`config.mk`:
```
export PLATFORM = sky130hd
export DESIGN_NAME = uart_cfg
export DESIGN_NICKNAME = d
export VERILOG_FILES = /design/src/rtl/uart_pkg.sv /design/src/rtl/uart_baud_tick.sv /design/src/rtl/uart_cfg.sv
export SDC_FILE = /design/constraint.sdc
export NUM_CORES = 1
export LEC_CHECK = 0
export ABC_AREA = 1
export BUFFER_PORTS_ARGS = -buffer_cell sky130_fd_sc_hd__buf_2
export CAP_MARGIN = 20
export CORE_MARGIN = 2
export CORE_UTILIZATION = 30
export DETAILED_ROUTE_END_ITERATION = 8
export PLACE_DENSITY = 0.53
export SETUP_SLACK_MARGIN = 0.02
export SLEW_MARGIN = 20
export SYNTH_ARGS = -nofsm -noshare
export SYNTH_HDL_FRONTEND = slang
export SYNTH_SLANG_ARGS = --single-unit
```
`constraint.sdc`:
```
create_clock -name clk -period 2.5 [get_ports clk]
set_input_delay 0.125 -clock clk [delete_from_list [all_inputs] [get_ports clk]]
set_output_delay 0.125 -clock clk [all_outputs]
set_load 0.02 [all_outputs]
```
`src/rtl/uart_pkg.sv`:
```
// Shared constants, state encoding and parity helper for the configurable UART.
package uart_pkg;

  // Parity modes
  localparam int unsigned PAR_NONE = 0;
  localparam int unsigned PAR_EVEN = 1;
  localparam int unsigned PAR_ODD  = 2;

  // Ticks per bit period
  localparam int unsigned OVERSAMPLE = 16;

  // Widest supported data word; the parity helper works on words padded to this width
  localparam int unsigned MAX_DBIT = 9;

  // Common TX/RX state encoding. The parity state is PARITY_BIT so it cannot collide with
  // the PARITY parameter of uart_cfg.
  typedef enum logic [2:0] {
    IDLE,
    START,
    DATA,
    PARITY_BIT,
    STOP
  } uart_state_e;

  // Parity bit to transmit (or expect) for a zero-padded data word
  function automatic logic calc_parity(input logic [MAX_DBIT-1:0] data, input int unsigned mode);
    return (^data) ^ (mode == PAR_ODD);
  endfunction

endpackage

```
`src/rtl/uart_baud_tick.sv`:
```
// Oversampling tick generator: one tick every dvsr+1 clocks.
module uart_baud_tick #(
  parameter int unsigned DIV_W = 16
) (
  input  logic             clk,
  input  logic             reset,
  input  logic [DIV_W-1:0] dvsr,
  output logic             tick
);

  logic [DIV_W-1:0] cnt_q, cnt_d;

  // Wrap on >= so lowering dvsr below the current count cannot strand the counter
  always_comb begin
    tick  = (cnt_q >= dvsr);
    cnt_d = tick ? '0 : cnt_q + 1'b1;
  end

  // Divisor counter register
  always_ff @(posedge clk or posedge reset) begin
    if (reset) begin
      cnt_q <= '0;
    end else begin
      cnt_q <= cnt_d;
    end
  end

endmodule

```
`src/rtl/uart_cfg.sv`:
```
// Configurable UART: runtime divisor, 5..9 data bits, optional parity, RX holding register
// with valid/ack handshake and parity/framing/overrun reporting.
module uart_cfg
  import uart_pkg::*;
#(
  parameter int unsigned DBIT    = 8,
  parameter int unsigned PARITY  = PAR_NONE,
  parameter int unsigned SB_TICK = 16,
  parameter int unsigned DIV_W   = 16
) (
  input  logic             clk,
  input  logic             reset,
  input  logic [DIV_W-1:0] dvsr,
  input  logic             data_in,
  output logic             data_out,
  input  logic             tx_start,
  input  logic [DBIT-1:0]  w_data,
  output logic             tx_ready,
  output logic             tx_done_tick,
  output logic [DBIT-1:0]  r_data,
  output logic             rx_valid,
  input  logic             rx_ack,
  output logic             rx_done_tick,
  output logic             parity_err,
  output logic             frame_err,
  output logic             overrun_err,
  input  logic             err_clr
);

  // RX STOP runs from the last mid-bit sample, so it needs half a bit more than SB_TICK
  localparam int unsigned SW = $clog2(SB_TICK + OVERSAMPLE / 2);
  localparam int unsigned NW = $clog2(DBIT);

  localparam logic [SW-1:0] S_MID     = SW'(OVERSAMPLE / 2 - 1);
  localparam logic [SW-1:0] S_LAST    = SW'(OVERSAMPLE - 1);
  localparam logic [SW-1:0] S_TX_STOP = SW'(SB_TICK - 1);
  localparam logic [SW-1:0] S_RX_STOP = SW'(SB_TICK + OVERSAMPLE / 2 - 1);
  localparam logic [NW-1:0] N_LAST    = NW'(DBIT - 1);
  localparam logic          HAS_PAR   = (PARITY != PAR_NONE);

  logic tick;

  uart_baud_tick #(
    .DIV_W(DIV_W)
  ) u_baud_tick (
    .clk  (clk),
    .reset(reset),
    .dvsr (dvsr),
    .tick (tick)
  );

  // ---------------------------------------------------------------------------------------
  // Transmitter
  // ---------------------------------------------------------------------------------------
  uart_state_e     tx_state_q, tx_state_d;
  logic [SW-1:0]   tx_s_q, tx_s_d;
  logic [NW-1:0]   tx_n_q, tx_n_d;
  logic [DBIT-1:0] tx_b_q, tx_b_d;
  logic            tx_par_q, tx_par_d;
  logic            tx_q, tx_d;
  logic            tx_ready_q, tx_ready_d;
  logic            tx_done_q, tx_done_d;
  logic            tx_fin;

  // TX state and datapath registers; idle line is high and the transmitter is ready
  always_ff @(posedge clk or posedge reset) begin
    if (reset) begin
      tx_state_q <= IDLE;
      tx_s_q     <= '0;
      tx_n_q     <= '0;
      tx_b_q     <= '0;
      tx_par_q   <= 1'b0;
      tx_q       <= 1'b1;
      tx_ready_q <= 1'b1;
      tx_done_q  <= 1'b0;
    end else begin
      tx_state_q <= tx_state_d;
      tx_s_q     <= tx_s_d;
      tx_n_q     <= tx_n_d;
      tx_b_q     <= tx_b_d;
      tx_par_q   <= tx_par_d;
      tx_q       <= tx_d;
      tx_ready_q <= tx_ready_d;
      tx_done_q  <= tx_done_d;
    end
  end

  // TX next-state: word and its parity are captured on acceptance, then shifted out LSB first
  always_comb begin
    tx_state_d = tx_state_q;
    tx_s_d     = tx_s_q;
    tx_n_d     = tx_n_q;
    tx_b_d     = tx_b_q;
    tx_par_d   = tx_par_q;
    tx_fin     = 1'b0;
    unique case (tx_state_q)
      IDLE: begin
        if (tx_start) begin
          tx_state_d = START;
          tx_s_d     = '0;
          tx_b_d     = w_data;
          tx_par_d   = calc_parity(MAX_DBIT'(w_data), PARITY);
        end
      end
      START: begin
        if (tick) begin
          if (tx_s_q == S_LAST) begin
            tx_state_d = DATA;
            tx_s_d     = '0;
            tx_n_d     = '0;
          end else begin
            tx_s_d = tx_s_q + 1'b1;
          end
        end
      end
      DATA: begin
        if (tick) begin
          if (tx_s_q == S_LAST) begin
            tx_s_d = '0;
            tx_b_d = tx_b_q >> 1;
            if (tx_n_q == N_LAST) begin
              tx_state_d = HAS_PAR ? PARITY_BIT : STOP;
            end else begin
              tx_n_d = tx_n_q + 1'b1;
            end
          end else begin
            tx_s_d = tx_s_q + 1'b1;
          end
        end
      end
      PARITY_BIT: begin
        if (tick) begin
          if (tx_s_q == S_LAST) begin
            tx_state_d = STOP;
            tx_s_d     = '0;
          end else begin
            tx_s_d = tx_s_q + 1'b1;
          end
        end
      end
      STOP: begin
        if (tick) begin
          if (tx_s_q == S_TX_STOP) begin
            tx_state_d = IDLE;
            tx_fin     = 1'b1;
          end else begin
            tx_s_d = tx_s_q + 1'b1;
          end
        end
      end
      default: tx_state_d = IDLE;
    endcase
  end

  // TX outputs are decoded from the next state so the line register changes with the state
  always_comb begin
    case (tx_state_d)
      START:      tx_d = 1'b0;
      DATA:       tx_d = tx_b_d[0];
      PARITY_BIT: tx_d = tx_par_d;
      default:    tx_d = 1'b1;
    endcase
    tx_ready_d = (tx_state_d == IDLE);
    tx_done_d  = tx_fin;
  end

  assign data_out     = tx_q;
  assign tx_ready     = tx_ready_q;
  assign tx_done_tick = tx_done_q;

  // ---------------------------------------------------------------------------------------
  // Receiver
  // ---------------------------------------------------------------------------------------
  logic [1:0]      sync_q;
  logic            rx_bit;
  uart_state_e     rx_state_q, rx_state_d;
  logic [SW-1:0]   rx_s_q, rx_s_d;
  logic [NW-1:0]   rx_n_q, rx_n_d;
  logic [DBIT-1:0] rx_b_q, rx_b_d;
  logic            rx_par_q, rx_par_d;
  logic            rx_stop_q, rx_stop_d;
  logic            rx_done_q, rx_done_d;
  logic            rx_fin;

  assign rx_bit = sync_q[1];

  // Synchroniser (presets to idle-high) and RX state/datapath registers
  always_ff @(posedge clk or posedge reset) begin
    if (reset) begin
      sync_q     <= 2'b11;
      rx_state_q <= IDLE;
      rx_s_q     <= '0;
      rx_n_q     <= '0;
      rx_b_q     <= '0;
      rx_par_q   <= 1'b0;
      rx_stop_q  <= 1'b1;
      rx_done_q  <= 1'b0;
    end else begin
      sync_q     <= {sync_q[0], data_in};
      rx_state_q <= rx_state_d;
      rx_s_q     <= rx_s_d;
      rx_n_q     <= rx_n_d;
      rx_b_q     <= rx_b_d;
      rx_par_q   <= rx_par_d;
      rx_stop_q  <= rx_stop_d;
      rx_done_q  <= rx_done_d;
    end
  end

  // RX next-state: recheck the start bit at its middle, then sample every bit period
  always_comb begin
    rx_state_d = rx_state_q;
    rx_s_d     = rx_s_q;
    rx_n_d     = rx_n_q;
    rx_b_d     = rx_b_q;
    rx_par_d   = rx_par_q;
    rx_stop_d  = rx_stop_q;
    rx_fin     = 1'b0;
    unique case (rx_state_q)
      IDLE: begin
        if (!rx_bit) begin
          rx_state_d = START;
          rx_s_d     = '0;
        end
      end
      START: begin
        if (tick) begin
          if (rx_s_q == S_MID) begin
            // A line back high at mid start bit is a glitch, not a frame
            rx_state_d = rx_bit ? IDLE : DATA;
            rx_s_d     = '0;
            rx_n_d     = '0;
          end else begin
            rx_s_d = rx_s_q + 1'b1;
          end
        end
      end
      DATA: begin
        if (tick) begin
          if (rx_s_q == S_LAST) begin
            rx_s_d = '0;
            rx_b_d = {rx_bit, rx_b_q[DBIT-1:1]};
            if (rx_n_q == N_LAST) begin
              rx_state_d = HAS_PAR ? PARITY_BIT : STOP;
            end else begin
              rx_n_d = rx_n_q + 1'b1;
            end
          end else begin
            rx_s_d = rx_s_q + 1'b1;
          end
        end
      end
      PARITY_BIT: begin
        if (tick) begin
          if (rx_s_q == S_LAST) begin
            rx_state_d = STOP;
            rx_s_d     = '0;
            rx_par_d   = rx_bit;
          end else begin
            rx_s_d = rx_s_q + 1'b1;
          end
        end
      end
      STOP: begin
        // Sample the stop bit one period after the last sample; finish at the frame's end
        if (tick) begin
          if (rx_s_q == S_RX_STOP) begin
            rx_state_d = IDLE;
            rx_fin     = 1'b1;
          end else begin
            rx_s_d = rx_s_q + 1'b1;
            if (rx_s_q == S_LAST) begin
              rx_stop_d = rx_bit;
            end
          end
        end
      end
      default: rx_state_d = IDLE;
    endcase
  end

  // RX output: done pulse registered from the final STOP tick
  always_comb begin
    rx_done_d = rx_fin;
  end

  assign rx_done_tick = rx_done_q;

  // ---------------------------------------------------------------------------------------
  // Holding register
  // ---------------------------------------------------------------------------------------
  logic [DBIT-1:0] r_data_q, r_data_d;
  logic            rx_valid_q, rx_valid_d;
  logic            parity_err_q, parity_err_d;
  logic            frame_err_q, frame_err_d;
  logic            overrun_q, overrun_d;
  logic            load, drop;

  // Load a completed frame unless the previous one is still unconsumed
  always_comb begin
    load         = rx_done_q & (~rx_valid_q | rx_ack);
    drop         = rx_done_q & rx_valid_q & ~rx_ack;
    r_data_d     = load ? rx_b_q : r_data_q;
    parity_err_d = parity_err_q;
    frame_err_d  = frame_err_q;
    if (load) begin
      parity_err_d = HAS_PAR & (calc_parity(MAX_DBIT'(rx_b_q), PARITY) != rx_par_q);
      frame_err_d  = ~rx_stop_q;
    end
    rx_valid_d = load | (rx_valid_q & ~rx_ack);
    // A new overrun beats a simultaneous clear
    overrun_d  = drop | (overrun_q & ~err_clr);
  end

  // Holding register and error flags
  always_ff @(posedge clk or posedge reset) begin
    if (reset) begin
      r_data_q     <= '0;
      rx_valid_q   <= 1'b0;
      parity_err_q <= 1'b0;
      frame_err_q  <= 1'b0;
      overrun_q    <= 1'b0;
    end else begin
      r_data_q     <= r_data_d;
      rx_valid_q   <= rx_valid_d;
      parity_err_q <= parity_err_d;
      frame_err_q  <= frame_err_d;
      overrun_q    <= overrun_d;
    end
  end

  assign r_data      = r_data_q;
  assign rx_valid    = rx_valid_q;
  assign parity_err  = parity_err_q;
  assign frame_err   = frame_err_q;
  assign overrun_err = overrun_q;

endmodule

```
==> metrics.md, run 1 <==
| Metric | Value |
|---|---|
| Status | finished clean |
| Fillers | 1416 |
| Setup ws final | 0.3564 ns |
| Vias per Instance | 4.401 |
| Post-synthesis sequential area ratio | 44.30% |
| Overflow after GRT | 0 |
| Routability cong. | 0.7716 |
| HPWL after detailed placement | 6088 um |
| Area occupied by registers | 0.001833 sq mm |
| DIE WIDTH | 121.4 um |
| Synth Area per Inst | 8.066 sq um |
| Die Span Y | 121.4 um |
| Vias | 3292 |
| CP Data Required Time | 2.72 ns |
| Period utilization | 85.74% |
| Max incr delay on CP | 0.44 ns |
| Netlist cell types | 42 |
| IO Count | 46 |
| Worst path arrival time | 2.36 ns |
| Root buffer cell | clkbuf_16 |
| Post-route DRC violation count | 0 |
| Worst-case clock buffer depth | 2 |
| Antenna diodes | 0 |
| Largest net degree at the start of global routing | 74 |
| Achievable Freq | 0.4665 GHz |
| Core area | 0.01335 sq mm |
| Initial antenna violation count | 0 |
| Largest family of logic cells by synthesized area | simple AND/OR/NAND/NOR gates |
| Clock slew at reported path FFs | 0.06 ns |
| Mux cell area share after synthesis | 0.5141% |
| Syn Nets | 570 |
| Pre-CTS worst setup slack | 0.3622 ns |
| Fin Setup TNS | 0 ns |
| Ys Warns | 0 |
| DIE AREA | 0.01475 sq mm |
| Final wirelength | 8174 um |
| Mapped cell area | 0.004138 sq mm |
| Hold Vio Cnt, Final | 0 |
| Synth Area in Compound Gates | 10.13% |
| Leak | 2.526 nW |
| CP Class | flop to flop |
| Initial Util | 31.00% |
| First-pass GRT wire length | 14350 um |
| VDD IR max | 0.3123 mV |
| Max FO, Critical Path | 17 |
| Clk_lat worst skew | 0.34 ns |
| Endpoints failing setup | 0 |
| Global Route Usage Sum | 12.02% |
| Final ANT Viol Nets | 0 |
| Hold crit path type | input port to flop |
| Footprint of the multi-input gates | 0.001936 sq mm |
| Max-slew violations | 0 |
| Max H-tree Level | 3 |
| Final Skew | 0.007232 ns |
| IO Port Bufs | 44 |
| Crit-path cells | ha_1, a21oi_1, nand2_1, nor2_2, nand2_4, nand2_4, nand2_8, inv_4, nand2_1, nand2_1, inv_2, nand3_1, o21ai_1 |
| Max-Cap Viols | 0 |
| Synth Area in Simple Gates | 26.19% |
| Crit start category | flop |
| CTS Buf Count | 9 |
| Pre-antenna DRT Iters | 4 |
| Post-synthesis adder-cell area fraction | 8.164% |
| Most used cell, CP | nand2_1 |
| XOR/XNOR Fraction of Synth Area | 1.693% |
| Row Count | 42 |
| #FFs+latches synth | 73 |
| Pwr Total | 0.004515 W |
| Final layout net count | 624 |
| Slowest stage cell, crit path | dfrtp_1 |
| Layout cell share with drive strength beyond 1 | 20.10% |
| Min Tclk post-route | 2.144 ns |
| Initial DRC count | 92 |
| Mapped Cells | 513 |
| Area Growth Syn to Fin | 19.38% |
| # clock sinks | 73 |
| PwrDens | 913.9 mW/mm^2 |
| WL/cell | 10.93 um |
| Unrepaired setup endpoints after global routing | false |
| Vias in the first global route | 3295 |
| CTS tree | done |
| Setup crit end kind | flop |
-- report_power, final --
part | switching, W | total, W | internal, W
combinational | 0.000850 | 0.00137 | 0.000517
clock | 0.000495 | 0.00149 | 0.000996
sequential | 0.000215 | 0.00166 | 0.00144
-- path summary, 6_finish.rpt --
path,startpoint,to,slack [ns],cells after the start
setup / recovery,u_baud_tick.cnt_q[7],rx_s_q[3],0.36,13
hold reg to reg,sync_q[0],sync_q[1],0.37,0
min in group asynchronous,reset,u_baud_tick.cnt_q[10],0.42,4
hold / removal,w_data[7],tx_b_q[7],0.02,3
max in group asynchronous,reset,rx_stop_q,1.73,4
setup reg to reg,u_baud_tick.cnt_q[7],rx_s_q[3],0.36,13
-- through the flow --
step	util [%]	instances	hold slack, ns	area (sq um)
after floorplan	-	513	0.1295	4138
after global placement	34.21	729	0.2339	4566
after detailed placement	34.21	729	0.2350	4566
after CTS	37.01	748	0.01068	4940
after global routing	37.01	748	0.01604	4940
final	37.01	748	0.01759	4940
-- metal layers --
layer | global-route usage [%] | routed length, um
met2 | 19.38 | 3761
met3 | 1.974 | 246
met5 | 0 | 0
met4 | 5.675 | 167
met1 | 15.71 | 3998
-- state kept, by name, indices dropped and copies added, names as in the netlist, 5 cells and up --
| signal | cells |
|---|---|
| tx_b_q | 8 |
| r_data | 8 |
| tx_s_q | 5 |
| u_baud_tick.cnt_q | 16 |
| rx_s_q | 5 |
| rx_b_q | 8 |
-- kinds of logic after synthesis --
| logic type | Yosys count |
|---|---|
| AND/OR/NAND/NOR | 233 |
| buffers and inverters | 94 |
| AO/OA/AOI/OAI | 75 |
| flip-flops | 73 |
| adder cells (fa/ha/maj) | 27 |
| XOR/XNOR | 8 |
| multiplexers | 2 |
| other | 1 |
-- placed cells by master (no fill, tap or decap), types with 4 or more instances in the layout --
cell type,instances
buf_2,44
nand2_1,123
clkbuf_16,9
xnor2_1,5
nor2_2,8
nand3_1,24
ha_1,27
dfstp_2,5
dfrtp_1,68
inv_1,76
nor2_4,4
inv_2,12
nand4_1,4
a21oi_1,16
nor2_1,38
nor3_1,9
o21ai_0,30
nand2_2,8
o21ai_1,18
-- cell type report --
cell class	instances	share of cell area, %
timing repair buffer	48	5.471
clock inverter	6	2.128
multi-input combinational	346	39.18
sequential	73	37.11
clock buffer	10	4.838
inverter	89	6.814
tap	176	4.458
-- Yosys cell counts --
cell type	n	area share (%)
buf_6	1	0.27
o22ai_1	1	0.15
inv_1	77	7.0
nor2_2	8	1.2
nand4_1	4	0.60
nand3_2	3	0.73
nand3b_1	2	0.36
o21ai_1	18	2.2
a211oi_1	2	0.36
nand2_2	8	1.2
inv_2	11	1.0
a31oi_1	1	0.15
nand2_8	1	0.48
conb_1	1	0.091
nor3_2	2	0.48
inv_4	1	0.15
o21ai_0	30	3.6
xnor2_1	5	1.1
nor2_1	38	3.4
nor2_4	4	1.1
mux2i_1	1	0.24
clkbuf_1	1	0.091
nand2_4	3	0.82
nand2_1	123	11
nand3_1	24	2.9
a21boi_0	1	0.18
nor3_1	9	1.1
or2_2	3	0.45
xor2_1	3	0.64
buf_2	2	0.24
a21oi_2	1	0.21
a21oi_1	16	1.9
o21ai_4	1	0.39
mux2_2	1	0.27
ha_1	27	8.2
dfrtp_1	68	41
o21a_1	2	0.36
o21bai_1	1	0.18
dfstp_2	5	3.2
a21oi_4	1	0.39
or2_1	1	0.15
buf_4	1	0.18
-- worst max-delay path, delay by kind of cell (launching register included) --
kind                     cells  cell delay, ns
AND/OR/NAND/NOR              8            0.81
flip-flops                   1            0.44
adder cells (fa/ha/maj)      1            0.32
buffers and inverters        2            0.25
AO/OA/AOI/OAI                2            0.21
-- what timing repair did --
item,CTS,global route
endpoints found under the hold margin,70,0
setup endpoints to repair,0,0
setup buffers,0,0
hold buffers,3,0
gates resized for setup,0,0
Power figures use the tool's default switching activity.
==> run 2: changes to the inputs <==
--- a/config.mk
+++ b/config.mk
@@ -8,12 +8,15 @@
 export ABC_AREA = 1
 export BUFFER_PORTS_ARGS = -buffer_cell sky130_fd_sc_hd__buf_2
 export CAP_MARGIN = 20
+export CELL_PAD_IN_SITES_DETAIL_PLACEMENT = 0
+export CELL_PAD_IN_SITES_GLOBAL_PLACEMENT = 1
 export CORE_MARGIN = 2
 export CORE_UTILIZATION = 30
 export DETAILED_ROUTE_END_ITERATION = 8
-export PLACE_DENSITY = 0.53
+export PLACE_DENSITY = 0.65
 export SETUP_SLACK_MARGIN = 0.02
 export SLEW_MARGIN = 20
 export SYNTH_ARGS = -nofsm -noshare
 export SYNTH_HDL_FRONTEND = slang
 export SYNTH_SLANG_ARGS = --single-unit
+export TNS_END_PERCENT = 1
==> metrics.md, run 2 (same netlist as run 1, synthesis figures left out) <==
| Metric | Value |
|---|---|
| Routability cong. | 0.7625 (-1.2%) |
| Layout cell share with drive strength beyond 1 | 20.07% (-0.035 points) |
| Hold_buf cts | 3 (unchanged) |
| PwrDens | 881.4 mW/mm^2 (-3.6%) |
| Worst setup path end | rx_s_q[3] |
| Comb pwr share | 31.8% (+1.5 points) |
| Core area | 0.01335 sq mm (unchanged) |
| Final instance area | 0.004901 sq mm (-0.79%) |
| Global Route Usage Sum | 12.63% (+0.61 points) |
| Vias in the first global route | 3276 (-0.58%) |
| Max reg flops | 16 (unchanged) |
| Post-route DRC violation count | 0 (unchanged) |
| CP Class | flop to flop |
| Placed Cells | 730 (+0.14%) |
| Unrepaired setup endpoints after global routing | false |
| Antenna diodes | 0 (unchanged) |
| Achievable Freq | 0.4673 GHz (+0.17%) |
| First-pass GRT wire length | 14860 um (+3.6%) |
| Initial Util | 31.00% (unchanged) |
| Largest net degree at the start of global routing | 53 (-28%) |
| Crit Reg-Reg Startpoint | u_baud_tick.cnt_q[11] |
| Metal3 WL | 269 um (+9.3%) |
| Placed inst area | 0.004573 sq mm (+0.16%) |
| Crit-path leading delay family | compound AO/OA/AOI/OAI gates |
| Max FO, Critical Path | 17 (unchanged) |
| VDD IR max | 0.2728 mV (-13%) |
| Most common cell after layout, fill and taps aside | nand2_1 |
| Area Growth Syn to Fin | 18.45% |
| Final wirelength | 8332 um (+1.9%) |
| Pre-antenna DRT Iters | 4 (unchanged) |
| Hold crit path type | input port to flop |
| CTS Buf Count | 9 (unchanged) |
| Clock slew at reported path FFs | 0.06 ns (about the same) |
| # clock sinks | 73 (unchanged) |
| Final ANT Viol Nets | 0 (unchanged) |
| Root buffer cell | clkbuf_16 |
| Worst Hold Margin | 0.03028 ns (+0.01269 ns) |
| Crit start category | flop |
| CP Depth | 11 (-2) |
| Met2 WL | 3819 um (+1.5%) |
| Worst path arrival time | 2.35 ns (about the same) |
| Max-Cap Viols | 0 (unchanged) |
| Leak | 2.500 nW (-1.0%) |
| Sw Share | 36.25% (+1.7 points) |
| DIE AREA | 0.01475 sq mm (unchanged) |
| Setup crit start | u_baud_tick.cnt_q[11] |
| Min Tclk post-route | 2.140 ns (-0.003684 ns) |
| Final Skew | 0.004587 ns (-0.002645 ns) |
| Flop pwr share | 38.5% (+1.8 points) |
| Most flop-heavy register | u_baud_tick.cnt_q |
| Clock share of power | 29.8% (-3.2 points) |
| Vias | 3265 (-0.82%) |
| IO Port Bufs | 44 (unchanged) |
| Pre-CTS worst setup slack | 0.3521 ns (-0.01002 ns) |
| Post_cts resized | 0 (unchanged) |
| Final std cells w/o fill | 749 (+0.13%) |
| CP Data Required Time | 2.71 ns (about the same) |
| WL/cell | 11.12 um (+1.8%) |
| Hold Vio Cnt, Final | 0 (unchanged) |
| Reg-to-Reg End | rx_s_q[3] |
| Crit-path cells | ha_1, a21oi_1, o21ai_1, a21oi_2, nand2_8, inv_4, nand2_1, nand2_1, inv_2, nand3_1, o21ai_1 |
| Row Count | 42 (unchanged) |
| Leading cell types in the layout, fill and taps excluded | nand2_1 (123), inv_1 (76), dfrtp_1 (68) |
| Status | finished clean |
| Max-slew violations | 0 (unchanged) |
| Slowest stage cell, crit path | dfrtp_1 |
| Overflow after GRT | 0 (unchanged) |
| Int Pwr | 0.002754 W (-6.8%) |
| Setup ws final | 0.3601 ns (+0.003684 ns) |
| Reg2Reg Setup Slack | 0.36 ns (about the same) |
| IO Count | 46 (unchanged) |
| HPWL after detailed placement | 6231 um (+2.4%) |
| DIE WIDTH | 121.4 um (unchanged) |
| Final layout net count | 625 (+0.16%) |
| WP buf/inv | 2 (unchanged) |
| Setup crit end kind | flop |
| WL met1 | 4124 um (+3.2%) |
| Uppermost routed layer | met4 |
| CTS tree | done |
| Endpoints failing setup | 0 (unchanged) |
| Period utilization | 85.60% (-0.15 points) |
| Fin Setup TNS | 0 ns (unchanged) |
| NetSw | 0.001566 W (+0.39%) |
| Clk_lat worst skew | 0.33 ns (about the same) |
| Worst-case clock buffer depth | 2 (unchanged) |
| Post-CTS Setup Bufs | 0 (unchanged) |
| Vias per Instance | 4.359 (-0.95%) |
| Die Span Y | 121.4 um (unchanged) |
| Worst-margin pin slew | 0.5153 ns |
| Initial antenna violation count | 0 (unchanged) |
| Initial DRC count | 110 (+20%) |
| Max_slew headroom | 65.60% |
| Max H-tree Level | 3 (unchanged) |
| Max incr delay on CP | 0.40 ns (-0.04 ns) |
| R2R depth | 11 (-2) |
==> run 2: cell types whose count changed in the layout (fill, tap and decap cells not counted) <==
cell        delta
bufinv_16      -2
clkinvlp_4     +2
buf_4          +1
clkbuf_1       +1
clkinv_2       -1
==> run 2: power groups by stage <==
stage	Combinational, W	Sequential, W	Clock [W]
CTS	0.00139	0.00166	0.00133
finish	0.00137	0.00166	0.00129
floorplan	0.00111	0.00163	0
detailed placement	0.00138	0.00168	0
global placement	0.00136	0.00167	0
global route	0.00161	0.00170	0.00137
==> run 2: worst min path at each step <==
stage                                 end  slack, ns       from  cells after the start
global placement    u_baud_tick.cnt_q[12]       0.18      reset                      2
global route                    tx_b_q[7]       0.05  w_data[7]                      3
detailed placement  u_baud_tick.cnt_q[12]       0.20      reset                      2
finish                          tx_b_q[7]       0.03  w_data[7]                      3
floorplan                       sync_q[0]       0.13    data_in                      0
CTS                             tx_b_q[7]       0.02  w_data[7]                      3
==> run 2: worst min-delay path: stages <==
cell     delay, ns
buf_2         0.09
nand2_1       0.05
nand2_1       0.06
==> run 2: area by class of cell <==
type	count	area [sq um]
clock buffer	11	242.7
timing repair buffer	49	277.8
sequential	73	1833
multi-input combinational	346	1936
fill	1380	8447
clock inverter	5	55.05
inverter	89	336.6
tap	176	220.2
==> run 2: routing by layer <==
| metal | vias up | global-route usage, % |
|---|---|---|
| li1 | 1731 | - |
| met3 | 6 | 2.679 |
| met5 | - | 0 |
| met4 | 0 | 5.029 |
| met1 | 1488 | 16.68 |
| met2 | 40 | 20.19 |
==> run 2: stage by stage <==
step	power (W)	util, %
after floorplan	0.002741	-
after global placement	0.003038	34.26
after detailed placement	0.003058	34.26
after CTS	0.004377	36.72
after global routing	0.004676	36.72
final	0.004320	36.72
==> run 3: changes to the inputs <==
--- a/config.mk
+++ b/config.mk
@@ -14,6 +14,7 @@
 export CORE_UTILIZATION = 30
 export DETAILED_ROUTE_END_ITERATION = 8
 export PLACE_DENSITY = 0.65
+export REMOVE_ABC_BUFFERS = 1
 export SETUP_SLACK_MARGIN = 0.02
 export SLEW_MARGIN = 20
 export SYNTH_ARGS = -nofsm -noshare
==> metrics.md, run 3 (same netlist as run 1, synthesis figures left out) <==
| Metric | Value |
|---|---|
| Status | finished clean |
| Most flop-heavy register | u_baud_tick.cnt_q |
| Final layout net count | 625 (unchanged) |
| Worst-margin pin slew | 0.5993 ns (+0.08395 ns) |
| Placed inst area | 0.004573 sq mm (unchanged) |
| Pre-antenna DRT Iters | 4 (unchanged) |
| Endpoints failing setup | 0 (unchanged) |
| Antenna diodes | 0 (unchanged) |
| Row Count | 42 (unchanged) |
| # clock sinks | 73 (unchanged) |
| Initial antenna violation count | 0 (unchanged) |
| Initial Util | 31.00% (unchanged) |
| IO Port Bufs | 44 (unchanged) |
| Max-slew violations | 0 (unchanged) |
| Post-CTS Setup Bufs | 0 (unchanged) |
| HPWL after detailed placement | 6445 um (+3.4%) |
| Final instance area | 0.004860 sq mm (-0.84%) |
| CP Class | flop to flop |
| Max H-tree Level | 3 (unchanged) |
| IO Count | 46 (unchanged) |
| Area Growth Syn to Fin | 17.45% |
| Post_cts resized | 0 (unchanged) |
| Achievable Freq | 0.4723 GHz (+1.1%) |
| First-pass GRT wire length | 14800 um (-0.42%) |
| Worst path arrival time | 2.34 ns (about the same) |
| Vias | 3307 (+1.3%) |
| Global Route Usage Sum | 12.62% (about the same) |
| Vias per Instance | 4.415 (+1.3%) |
| Setup crit end kind | flop |
| Max_slew headroom | 59.99% (-5.6 points) |
| Period utilization | 84.70% (-0.90 points) |
| Unrepaired setup endpoints after global routing | false |
| Fin Setup TNS | 0 ns (unchanged) |
| Die Span Y | 121.4 um (unchanged) |
| Max-Cap Viols | 0 (unchanged) |
| Overflow after GRT | 0 (unchanged) |
| Clk_lat worst skew | 0.33 ns (about the same) |
| Routability cong. | 0.8225 (+7.9%) |
| DIE AREA | 0.01475 sq mm (unchanged) |
| Max FO, Critical Path | 17 (unchanged) |
| Reg2Reg Setup Slack | 0.38 ns (+0.02 ns) |
| Worst-case clock buffer depth | 2 (unchanged) |
| Leading cell types in the layout, fill and taps excluded | nand2_1 (123), inv_1 (76), dfrtp_1 (68) |
| Final wirelength | 8487 um (+1.9%) |
| WL/cell | 11.33 um (+1.9%) |
| Root buffer cell | clkbuf_16 |
| CTS tree | done |
| Final Skew | 0.007070 ns (+0.002482 ns) |
| Max reg flops | 16 (unchanged) |
| Layout cell share with drive strength beyond 1 | 19.72% (-0.35 points) |
| Area occupied by registers | 0.001833 sq mm (unchanged) |
| Footprint of the multi-input gates | 0.001936 sq mm (unchanged) |
| Core area | 0.01335 sq mm (unchanged) |
| Post-route DRC violation count | 0 (unchanged) |
| DIE WIDTH | 121.4 um (unchanged) |
| Vias in the first global route | 3265 (-0.34%) |
| Most common cell after layout, fill and taps aside | nand2_1 |
| Final ANT Viol Nets | 0 (unchanged) |
| VDD IR max | 0.3627 mV (+33%) |
| Leak | 2.489 nW (-0.46%) |
| PwrDens | 858.2 mW/mm^2 (-2.6%) |
| Hold Vio Cnt, Final | 0 (unchanged) |
| Pwr Total | 0.004171 W (-3.4%) |
| Largest net degree at the start of global routing | 49 (-7.5%) |
| Hold crit path type | input port to flop |
| CP Data Required Time | 2.72 ns (about the same) |
| Initial DRC count | 183 (+66%) |
| Clock slew at reported path FFs | 0.06 ns (about the same) |
| Fillers | 1419 (+2.8%) |
| CTS Buf Count | 9 (unchanged) |
| Crit start category | flop |
| Min Tclk post-route | 2.117 ns (-0.02245 ns) |
## run 3: changes by cell type in the layout (fill, tap and decap cells not counted), sizes merged
cell | before | now
clkinv | 2 | 4
bufinv | 1 | 0
clkbuf | 11 | 12
clkinvlp | 2 | 0
## run 3: final timing paths
path,depth (start not counted),end,start
min in group asynchronous,3,r_data[2],reset
hold / removal,3,tx_b_q[7],w_data[7]
max in group asynchronous,4,tx_ready,reset
setup / recovery,15,rx_s_q[3],u_baud_tick.cnt_q[7]
setup reg to reg,15,rx_s_q[3],u_baud_tick.cnt_q[7]
hold reg to reg,0,sync_q[1],sync_q[0]
## run 3: worst max-delay path, cell delays in order, from the launching register on
cell     delay (ns)
dfrtp_1        0.44
ha_1           0.31
nand2_1        0.08
inv_2          0.04
nand2_1        0.06
nand2_1        0.05
nor2_2         0.16
nand2_4        0.06
nand2_4        0.09
nand2_8        0.12
inv_4          0.15
nand2_1        0.06
nand2_1        0.15
inv_2          0.09
nand3_1        0.08
o21ai_1        0.06
## run 3: per-stage QoR
stage               util (%)  hold WS, ns  setup slack, ns  std cells
floorplan                  -       0.1295           0.5300        508
global placement       34.26       0.2185           0.4510        730
detailed placement     34.26       0.2326           0.3579        730
CTS                    36.41     0.006926           0.3559        749
global route           36.41      0.03143           0.1150        749
finish                 36.41      0.01910           0.3825        749
## run 3: power breakdown
group          internal [W]  switching, W
logic              0.000517      0.000864
registers           0.00144      0.000221
clock network      0.000665      0.000462
## run 3: what timing repair did
action	CTS	global route
hold buffers	3	0
endpoints found under the hold margin	27	0
endpoints found under the setup margin	0	0
## run 3: metal layers
metal / track usage (%) / share of wire [%] / up-vias
li1: - / - / 1736
met1: 15.99 / 48 / 1518
met2: 20.93 / 48 / 46
met3: 2.820 / 3.3 / 7
met4: 4.885 / 1.5 / 0
met5: 0 / 0 / -
## run 3: layout make-up
type,count,share of cell area [%]
well taps,176,4.531
inverters,89,6.926
clock inverters,4,0.4119
multi-input cells,346,39.83
clock buffers,12,4.866
flip-flops and latches,73,37.72
repair buffers,49,5.716
